===== src/rtl/pipe_pkg.sv =====
// Shared widths and control-bit positions for the pipeline stage registers.
package pipe_pkg;
   localparam int STAGE_DATA_W  = 64;
   localparam int STAGE_CTRL_W  = 8;
   localparam int IF_ID_DATA_W  = 64;
   localparam int IF_ID_CTRL_W  = 1;
   localparam int ID_EX_DATA_W  = 64;
   localparam int ID_EX_CTRL_W  = 8;
   localparam int EX_MEM_DATA_W = 64;
   localparam int EX_MEM_CTRL_W = 8;
   localparam int MEM_WB_DATA_W = 64;
   localparam int MEM_WB_CTRL_W = 7;

   localparam int REGWRITE_BIT  = 0;
   localparam int MEMTOREG_BIT  = 1;

   function automatic logic [1:0] occ_count(input logic main_v, input logic skid_v);
      return {1'b0, main_v} + {1'b0, skid_v};
   endfunction
endpackage


===== src/rtl/pipe_entry_reg.sv =====
// One pipeline entry: valid flag plus data/ctrl payload, with load and clear.
// Clear drops only the valid flag; the payload is left as it was.
module pipe_entry_reg
   import pipe_pkg::*;
#(
   parameter int DATA_W = STAGE_DATA_W,
   parameter int CTRL_W = STAGE_CTRL_W
) (
   input  logic              clk,
   input  logic              rst_n,
   input  logic              load,
   input  logic              clear,
   input  logic [DATA_W-1:0] d_data,
   input  logic [CTRL_W-1:0] d_ctrl,
   output logic              q_valid,
   output logic [DATA_W-1:0] q_data,
   output logic [CTRL_W-1:0] q_ctrl
);

   // entry storage; clear wins over load
   always_ff @(posedge clk or negedge rst_n) begin
      if (!rst_n) begin
         q_valid <= 1'b0;
         q_data  <= {DATA_W{1'b0}};
         q_ctrl  <= {CTRL_W{1'b0}};
      end else if (clear) begin
         q_valid <= 1'b0;
      end else if (load) begin
         q_valid <= 1'b1;
         q_data  <= d_data;
         q_ctrl  <= d_ctrl;
      end
   end

endmodule


===== src/rtl/pipe_stage_reg.sv =====
// Elastic pipeline stage register with valid/ready handshake, flush and bubble gating.
// Define PIPE_STAGE_SKID_EN to add a skid entry and a flopped in_ready.
module pipe_stage_reg
   import pipe_pkg::*;
#(
   parameter int DATA_W           = STAGE_DATA_W,
   parameter int CTRL_W           = STAGE_CTRL_W,
   parameter int BUBBLE_ZERO_DATA = 0
) (
   input  logic              clk,
   input  logic              rst_n,
   input  logic              flush,
   input  logic              in_valid,
   output logic              in_ready,
   input  logic [DATA_W-1:0] in_data,
   input  logic [CTRL_W-1:0] in_ctrl,
   output logic              out_valid,
   input  logic              out_ready,
   output logic [DATA_W-1:0] out_data,
   output logic [CTRL_W-1:0] out_ctrl,
   output logic [1:0]        occupancy
);

   logic              main_valid_r;
   logic [DATA_W-1:0] main_data_r;
   logic [CTRL_W-1:0] main_ctrl_r;
   logic              main_load_s;
   logic              main_clear_s;
   logic [DATA_W-1:0] main_d_data_s;
   logic [CTRL_W-1:0] main_d_ctrl_s;
   logic              accept_s;
   logic              main_free_s;

   assign accept_s    = in_valid & in_ready;
   assign main_free_s = ~main_valid_r | out_ready;

`ifdef PIPE_STAGE_SKID_EN
   logic              skid_valid_r;
   logic [DATA_W-1:0] skid_data_r;
   logic [CTRL_W-1:0] skid_ctrl_r;
   logic              skid_load_s;
   logic              skid_clear_s;
   logic              skid_next_s;
   logic              in_ready_r;

   // route: a held skid entry refills main first, otherwise the new beat does
   always_comb begin
      main_load_s  = ~flush & main_free_s & (skid_valid_r | accept_s);
      main_clear_s = flush | (main_free_s & ~skid_valid_r & ~accept_s);
      skid_load_s  = ~flush & ~main_free_s & accept_s;
      skid_clear_s = flush | (main_free_s & skid_valid_r);
      skid_next_s  = ~skid_clear_s & (skid_load_s | skid_valid_r);
      if (skid_valid_r) begin
         main_d_data_s = skid_data_r;
         main_d_ctrl_s = skid_ctrl_r;
      end else begin
         main_d_data_s = in_data;
         main_d_ctrl_s = in_ctrl;
      end
   end

   // in_ready comes straight from a flop so out_ready never reaches it combinationally
   always_ff @(posedge clk or negedge rst_n) begin
      if (!rst_n) begin
         in_ready_r <= 1'b0;
      end else begin
         in_ready_r <= ~skid_next_s;
      end
   end

   assign in_ready = in_ready_r;

   pipe_entry_reg #(.DATA_W(DATA_W), .CTRL_W(CTRL_W)) u_skid (
      .clk     (clk),
      .rst_n   (rst_n),
      .load    (skid_load_s),
      .clear   (skid_clear_s),
      .d_data  (in_data),
      .d_ctrl  (in_ctrl),
      .q_valid (skid_valid_r),
      .q_data  (skid_data_r),
      .q_ctrl  (skid_ctrl_r)
   );

   assign occupancy = occ_count(main_valid_r, skid_valid_r);
`else
   logic ready_en_r;

   // holds in_ready low until the first edge after reset release
   always_ff @(posedge clk or negedge rst_n) begin
      if (!rst_n) begin
         ready_en_r <= 1'b0;
      end else begin
         ready_en_r <= 1'b1;
      end
   end

   assign in_ready      = ready_en_r & main_free_s;
   assign main_load_s   = ~flush & accept_s;
   assign main_clear_s  = flush | (out_ready & ~accept_s);
   assign main_d_data_s = in_data;
   assign main_d_ctrl_s = in_ctrl;
   assign occupancy     = occ_count(main_valid_r, 1'b0);
`endif

   pipe_entry_reg #(.DATA_W(DATA_W), .CTRL_W(CTRL_W)) u_main (
      .clk     (clk),
      .rst_n   (rst_n),
      .load    (main_load_s),
      .clear   (main_clear_s),
      .d_data  (main_d_data_s),
      .d_ctrl  (main_d_ctrl_s),
      .q_valid (main_valid_r),
      .q_data  (main_data_r),
      .q_ctrl  (main_ctrl_r)
   );

   assign out_valid = main_valid_r;

   // bubble gating: ctrl always, data only when BUBBLE_ZERO_DATA is set
   always_comb begin
      if (main_valid_r) begin
         out_ctrl = main_ctrl_r;
      end else begin
         out_ctrl = {CTRL_W{1'b0}};
      end
      if ((BUBBLE_ZERO_DATA != 0) && !main_valid_r) begin
         out_data = {DATA_W{1'b0}};
      end else begin
         out_data = main_data_r;
      end
   end

endmodule

===== config.mk =====
export PLATFORM = sky130hd
export DESIGN_NAME = pipe_stage_reg
export DESIGN_NICKNAME = d
export VERILOG_FILES = /design/src/rtl/pipe_pkg.sv /design/src/rtl/pipe_entry_reg.sv /design/src/rtl/pipe_stage_reg.sv
export SDC_FILE = /design/constraint.sdc
export NUM_CORES = 1
export LEC_CHECK = 0
export CORE_MARGIN = 2
export CORE_UTILIZATION = 35
export DETAILED_ROUTE_END_ITERATION = 8
export PLACE_DENSITY = 0.69
export SLEW_MARGIN = 20
export SYNTH_ARGS = -nofsm -noshare
export SYNTH_HDL_FRONTEND = slang
export SYNTH_SLANG_ARGS = --single-unit

===== constraint.sdc =====
create_clock -name clk -period 1.6 [get_ports clk]
set_clock_uncertainty 0.2 [all_clocks]
set_input_delay 0.24 -clock clk [delete_from_list [all_inputs] [get_ports clk]]
set_output_delay 0.24 -clock clk [all_outputs]
set_load 0.05 [all_outputs]

==> results of run 1 <==
## worst max-delay path, stage by stage (launching register included)
cell and delay, ns:
dfrtp_2 0.43, buf_12 0.13, nand2b_4 0.08, nand4b_4 0.13, buf_12 0.18, buf_12 0.15, mux2_4 0.30
## how the worst min path moves through the flow
stage                                          to  slack, ns  depth (start not counted)
floorplan                    ready_en_r$_DFF_PN0_      -0.26                          0
global placement    u_main.q_data[56]$_DFFE_PN0P_      -0.03                          1
detailed placement  u_main.q_data[56]$_DFFE_PN0P_      -0.03                          1
CTS                 u_main.q_data[56]$_DFFE_PN0P_       0.14                          2
global route        u_main.q_data[56]$_DFFE_PN0P_       0.15                          2
finish              u_main.q_data[56]$_DFFE_PN0P_       0.14                          2
## flip-flops by register name (all words and copies together) (netlist names)
name            cells
ready_en_r          1
u_main.q_valid      1
u_main.q_data      64
u_main.q_ctrl       8
## cell type report
class | count | area, sq um | share of cell area [%]
clock buffers | 10 | 138 | 2.32
clock inverters | 5 | 103 | 1.73
multi-input cells | 86 | 1200 | 20.2
flip-flops and latches | 74 | 1850 | 31.3
well taps | 108 | 135 | 2.28
repair buffers | 170 | 2500 | 42.2
## layout by cell type (no fill, tap or decap), drive strengths merged
cell           count
dfrtp             74
mux2              72
conb               2
and2               9
dlygate4sd3        1
clkinvlp           1
buf               94
nand2b             1
clkbuf            10
o21ai              1
clkinv             1
clkdlybuf4s50     75
nand4b             1
bufinv             3
## layer usage
metal	vias to the layer above	share of wire (%)	global-route usage, %
met4	0	0.64	3.16
met1	1003	40	19.4
met3	7	8.6	7.38
li1	923	-	-
met5	-	0	0
met2	92	50	25.5
## power by group through the flow
| stage | sequential (W) | combinational (W) | clock, W |
|---|---|---|---|
| after floorplan | 0.00366 | 0.000699 | 0 |
| after global placement | 0.00267 | 0.00365 | 0 |
| after detailed placement | 0.00269 | 0.00368 | 0 |
| after CTS | 0.00266 | 0.00371 | 0.00180 |
| after global routing | 0.00271 | 0.00379 | 0.00187 |
| final | 0.00266 | 0.00368 | 0.00174 |
## logic make-up after synthesis
family	Yosys count	share of synthesized area [%]
flops	74	58.0
compound gates	1	0.157
buf+inv	10	5.21
simple gates	11	2.86
other cells	2	0.235
mux	72	33.5
## metrics by stage
| step | setup slack, ns | total power [W] |
|---|---|---|
| 3_5_place_dp | -0.356 | 0.00637 |
| 6_report | -0.112 | 0.00808 |
| 5_1_grt | -0.172 | 0.00837 |
| 4_1_cts | -0.126 | 0.00818 |
| 3_3_place_gp | -0.330 | 0.00632 |
| 2_1_floorplan | -0.0849 | 0.00436 |
## what timing repair did
item | 4_1_cts | 5_1_grt
hold endpoints to repair | 74 | 0
buffers inserted | 3 | 2
gates resized for setup | 14 | 0
setup endpoints to repair | 16 | 82
hold buffers | 1 | 0
==> impl_metrics.csv, run 1 <==
group,metric,value,unit
global_routing,grt_pass1_wl,12.0,mm
global_routing,grt_overflow,0,
power_and_ir_drop,seq_power_share,32.9,%
clock_network,clk_pin_slew,0.07,ns
sta,setup_slack,-0.112,ns
power_and_ir_drop,p_sw,0.00274,W
power_and_ir_drop,p_int,0.00534,W
finish,fin_nets,418,
route,vias,2025,
worst_setup_path,required,1.62,ns
finish,antennaDiodeCount,0,
finish,final_cell_area,0.00593,sq mm
finish,final_core_util,67.6,%
sta,drv_slew,0,
worst_hold_path,min-delay-path-class,"primary input to asynchronous set/reset pin",
power_and_ir_drop,clock_power_share,21.6,%
worst_setup_path,r2r-end,"u_main.q_data[28]$_DFFE_PN0P_",
sta,hold_violations,0,
global_routing,grt_pass1_vias,2291,
placement,postPlaceCellArea,0.00560,sq mm
sta,setup_viol,74,
finish,stdcell_count,453,
clock_network,cts_tree,"done",
die,io_pins,153,
worst_setup_path,cp.arrival,1.74,ns
worst_setup_path,cp_max_fo,10,
placement,io_buffer_count,151,
worst_setup_path,ff2ff_path_depth,6,
worst_setup_path,r2r_start,"u_main.q_valid$_DFFE_PN0P_",
clock_network,numCtsBuffers,9,
run,maxCapViolCount,0,
finish,area_growth,85.7,%
power_and_ir_drop,power.density,1360,mW/mm^2
sta,holdWs,0.144,ns
die,core_area,0.00876,sq mm
global_routing,track_usage,15.7,%
synthesis,ys_top_cells_by_area,"dfrtp_1, mux2_4, buf_12",
global_routing,antenna_found_initial,0,
worst_setup_path,start_kind,"flip-flop",
synthesis,synth.distinct_cells,11,
route,routed_via_density,4.47,
clock_network,clock_latency,0.33,ns
worst_setup_path,critPathCaptureType,"flip-flop",
route,drc,0,
worst_setup_path,critPathCapture,"u_main.q_data[28]$_DFFE_PN0P_",
die,die-width,99.5,um
die,dieArea,0.00990,sq mm
synthesis,synth_seq_cells,74,
placement,gp_congestion,0.712,
synthesis,synth_top_area_share,58.0,%
power_and_ir_drop,pwr-share-comb,45.5,%
synthesis,yosys_warnings,0,
status,outcome,"finished, violations left",
power_and_ir_drop,peakVddDrop,0.776,mV
sta,timing.final.crit_share,107,%
die,row_count,34,
placement,post-dp-hpwl,5.80,mm
status,violations,"negative setup slack",
finish,drive_above_1_share,55.9,%
synthesis,synthFlopType,"dfrtp_1",
power_and_ir_drop,leakage,2.83,nW
route,route.detailed.wl_per_inst,16.6,um
synthesis,synth_area,0.00319,sq mm
sta,timing.final.crit_period,1.71,ns
sta,setup_tns,-4.25,ns
power_and_ir_drop,netSwitchingFraction,33.9,%
route,drt-pass1-iter-count,3,
clock_network,cts.path.max_buffers,2,
worst_setup_path,critPathLaunch,"u_main.q_valid$_DFFE_PN0P_",
route,drt_iter0_drc,19,
synthesis,synth_most_common_cell,"dfrtp_1",
synthesis,syn_inst,170,
global_routing,grt_max_degree,37,
placement,dp.cells,432,
finish,nFillCells,614,
worst_setup_path,worst-setup-path-type,"flip-flop to flip-flop",
synthesis,synthArstFlopShare,100,%
clock_network,cts-htree-levels,3,
sta,max_freq,584,MHz
route,routed_wl,7.52,mm
synthesis,synth_edf_count,0,
synthesis,yosysTopAreaCell,"dfrtp_1",
synthesis,netlist_top_cells_count,"dfrtp_1, mux2_4, and2_2",
synthesis,syn_area_per_cell,18.8,sq um
clock_network,cts.sinks,74,
synthesis,synth_nets,247,
clock_network,cts-root-buf,"clkbuf_8",
route,postRouteAntennaNets,0,
sta,rsz0062_at_grt,"true",
die,start_util,36.4,%
die,die_h,99.5,um
synthesis,ys_seq_area_share,58.0,%
worst_setup_path,rrSetupSlack,-0.11,ns
(Power assumes the default switching activity.)
==> run 2, diff against run 1 <==
--- a/config.mk
+++ b/config.mk
@@ -7,8 +7,10 @@
 export LEC_CHECK = 0
 export CORE_MARGIN = 2
 export CORE_UTILIZATION = 35
+export CTS_CLUSTER_SIZE = 25
 export DETAILED_ROUTE_END_ITERATION = 8
 export PLACE_DENSITY = 0.69
+export REMOVE_ABC_BUFFERS = 1
 export SLEW_MARGIN = 20
 export SYNTH_ARGS = -nofsm -noshare
 export SYNTH_HDL_FRONTEND = slang
==> run 2 against run 1 <==
Net effect:
- the run still ends with negative setup slack left
- design area decreased by 0.87%
- sequential power is essentially flat
- core utilization shrank 0.59 points
- combinational power about the same
- sequential cell count unchanged
- setup slack better by 0.078 ns
- via count shrank 1.3%
- clock power rose by 3%
- die area unchanged
- hold slack improved by 0.029 ns
- critical path type is now flip-flop to output port
- critical endpoint is now out_ctrl[4]
- largest cell class unchanged
- highest routed layer unchanged
==> impl_metrics.csv, run 2 (synthesis gave the netlist of run 1 again) <==
group,metric,value,unit
status,outcome,"finished, violations left",
sta,setup_slack,-0.0338,ns
sta,timing.final.crit_share,102,%
power_and_ir_drop,clock_power_share,22.0,%
placement,pre_cts_ws,-0.319,ns
clock_network,cts.path.max_buffers,2,
route,route.detailed.wl_per_inst,16.3,um
power_and_ir_drop,pwr-share-comb,45.3,%
route,postRouteAntennaNets,0,
finish,final_cell_area,0.00587,sq mm
power_and_ir_drop,seq_power_share,32.7,%
sta,setup_viol,54,
sta,max_freq,612,MHz
clock_network,clk_pin_slew,0.07,ns
global_routing,track_usage,15.0,%
die,die-width,99.5,um
placement,gp_congestion,0.734,
global_routing,grt_overflow,0,
die,io_pins,153,
placement,postPlaceCellArea,0.00556,sq mm
global_routing,grt_pass1_wl,11.6,mm
power_and_ir_drop,peakVddDrop,0.619,mV
worst_hold_path,min-delay-path-class,"primary input to asynchronous set/reset pin",
global_routing,grt_max_degree,31,
route,drt-met1-wl,3.19,mm
worst_setup_path,critPathCaptureType,"output port",
clock_network,cts.sinks,74,
sta,setup_tns,-0.631,ns
finish,nFillCells,593,
clock_network,cts_tree,"done",
sta,holdWs,0.173,ns
finish,area_growth,84.0,%
finish,layout_commonest_cell,"buf_12",
die,row_count,34,
clock_network,cts-htree-levels,3,
route,routed_wl,7.28,mm
finish,register_area,0.00185,sq mm
clock_network,numCtsBuffers,9,
finish,mostFrequentLayoutCells,"buf_12, clkdlybuf4s50_1, dfrtp_1, mux2_4, clkbuf_8",
route,drt_iter0_drc,42,
route,routed_via_density,4.48,
sta,timing.final.crit_period,1.63,ns
die,die_h,99.5,um
die,start_util,36.4,%
status,violations,"negative setup slack",
route,routed.top_layer,"met4",
worst_setup_path,critPathLaunch,"u_main.q_valid$_DFFE_PN0P_",
finish,multi_input_area,0.00120,sq mm
clock_network,clock_latency,0.33,ns
worst_setup_path,ff2ff_path_depth,4,
sta,hold_violations,0,
finish,antennaDiodeCount,0,
worst_setup_path,cp_max_fo,4,
sta,rsz0062_at_grt,"true",
sta,drv_slew,0,
global_routing,grt_pass1_vias,2177,
route,route.met2.wl,3.39,mm
clock_network,cts-root-buf,"clkbuf_8",
power_and_ir_drop,power.density,1380,mW/mm^2
placement,io_buffer_count,151,
power_and_ir_drop,leakage,2.80,nW
worst_setup_path,critPathCapture,"out_ctrl[4]",
route,drc,0,
worst_setup_path,start_kind,"flip-flop",
worst_setup_path,cp.arrival,1.19,ns
finish,drive_above_1_share,54.7,%
route,drt-pass1-iter-count,2,
worst_setup_path,worst-setup-path-type,"flip-flop to output port",
route,met3_length,611,um
placement,post-dp-hpwl,5.49,mm
global_routing,antenna_found_initial,0,
finish,largest-register,"u_main.q_data",
route,vias,1999,
die,core_area,0.00876,sq mm
power_and_ir_drop,netSwitchingFraction,33.6,%
die,dieArea,0.00990,sq mm
worst_setup_path,r2r-end,"u_main.q_data[25]$_DFFE_PN0P_",
worst_setup_path,rrSetupSlack,-0.02,ns
finish,largest_reg_flops,64,
finish,top_regs,"u_main.q_data (64), u_main.q_ctrl (8)",
worst_setup_path,required,1.16,ns
run,maxCapViolCount,0,
power_and_ir_drop,p_sw,0.00273,W
power_and_ir_drop,p_int,0.00539,W
finish,fin_nets,410,
worst_setup_path,r2r_start,"u_main.q_valid$_DFFE_PN0P_",
## run 2: final cells by class
type                       count  share of cell area [%]
multi-input combinational     86                    20.4
timing repair buffer         162                    41.4
clock inverter                 4                    1.66
sequential                    74                    31.5
clock buffer                  12                    2.64
tap                          108                    2.30
## run 2: worst min path at each step
stage	slack (ns)	startpoint	cells past startpoint	endpoint
after detailed placement	-0.008	rst_n	1	u_main.q_ctrl[5]$_DFFE_PN0P_
after CTS	0.17	rst_n	2	u_main.q_data[32]$_DFFE_PN0P_
after floorplan	-0.26	rst_n	0	ready_en_r$_DFF_PN0_
after global placement	-0.01	rst_n	1	u_main.q_ctrl[7]$_DFFE_PN0P_
final	0.17	rst_n	2	u_main.q_ctrl[7]$_DFFE_PN0P_
after global routing	0.19	rst_n	2	u_main.q_data[32]$_DFFE_PN0P_
## run 2: what timing repair did
action | in CTS | in global routing
hold endpoints to repair | 74 | 0
setup buffers | 1 | 0
pin swaps | 1 | 0
cloned | 0 | 1
setup endpoints to repair | 9 | 80
resized for setup | 5 | 11
hold buffers | 1 | 0
## run 2: layer usage
layer | GRT usage (%) | vias to the layer above
met5 | 0 | -
met4 | 5.58 | 0
met3 | 4.99 | 12
met2 | 22.6 | 92
met1 | 20.3 | 987
li1 | - | 908
## run 2: worst max-delay path, stage by stage (launching register included)
cell	delay (ns)
dfrtp_2	0.45
buf_6	0.14
and2_4	0.14
buf_12	0.14
## run 2: power by group through the flow
stage	sequential (W)	combinational, W	clock (W)
floorplan	0.00366	0.000679	0
global placement	0.00267	0.00365	0
detailed placement	0.00268	0.00368	0
CTS	0.00266	0.00370	0.00184
global route	0.00271	0.00378	0.00192
finish	0.00266	0.00367	0.00179
## run 2: stage by stage
stage,total power [W],util [%],instances
detailed placement,0.00636,63.5,427
global placement,0.00632,63.5,427
finish,0.00811,67.0,446
CTS,0.00820,66.7,445
global route,0.00841,67.0,446
floorplan,0.00434,-,160
==> run 3, diff against run 2 <==
--- a/config.mk
+++ b/config.mk
@@ -7,7 +7,6 @@
 export LEC_CHECK = 0
 export CORE_MARGIN = 2
 export CORE_UTILIZATION = 35
-export CTS_CLUSTER_SIZE = 25
 export DETAILED_ROUTE_END_ITERATION = 8
 export PLACE_DENSITY = 0.69
 export REMOVE_ABC_BUFFERS = 1
==> results of run 3 <==
The final DEF is identical to that of run 2; final timing and power are the same.
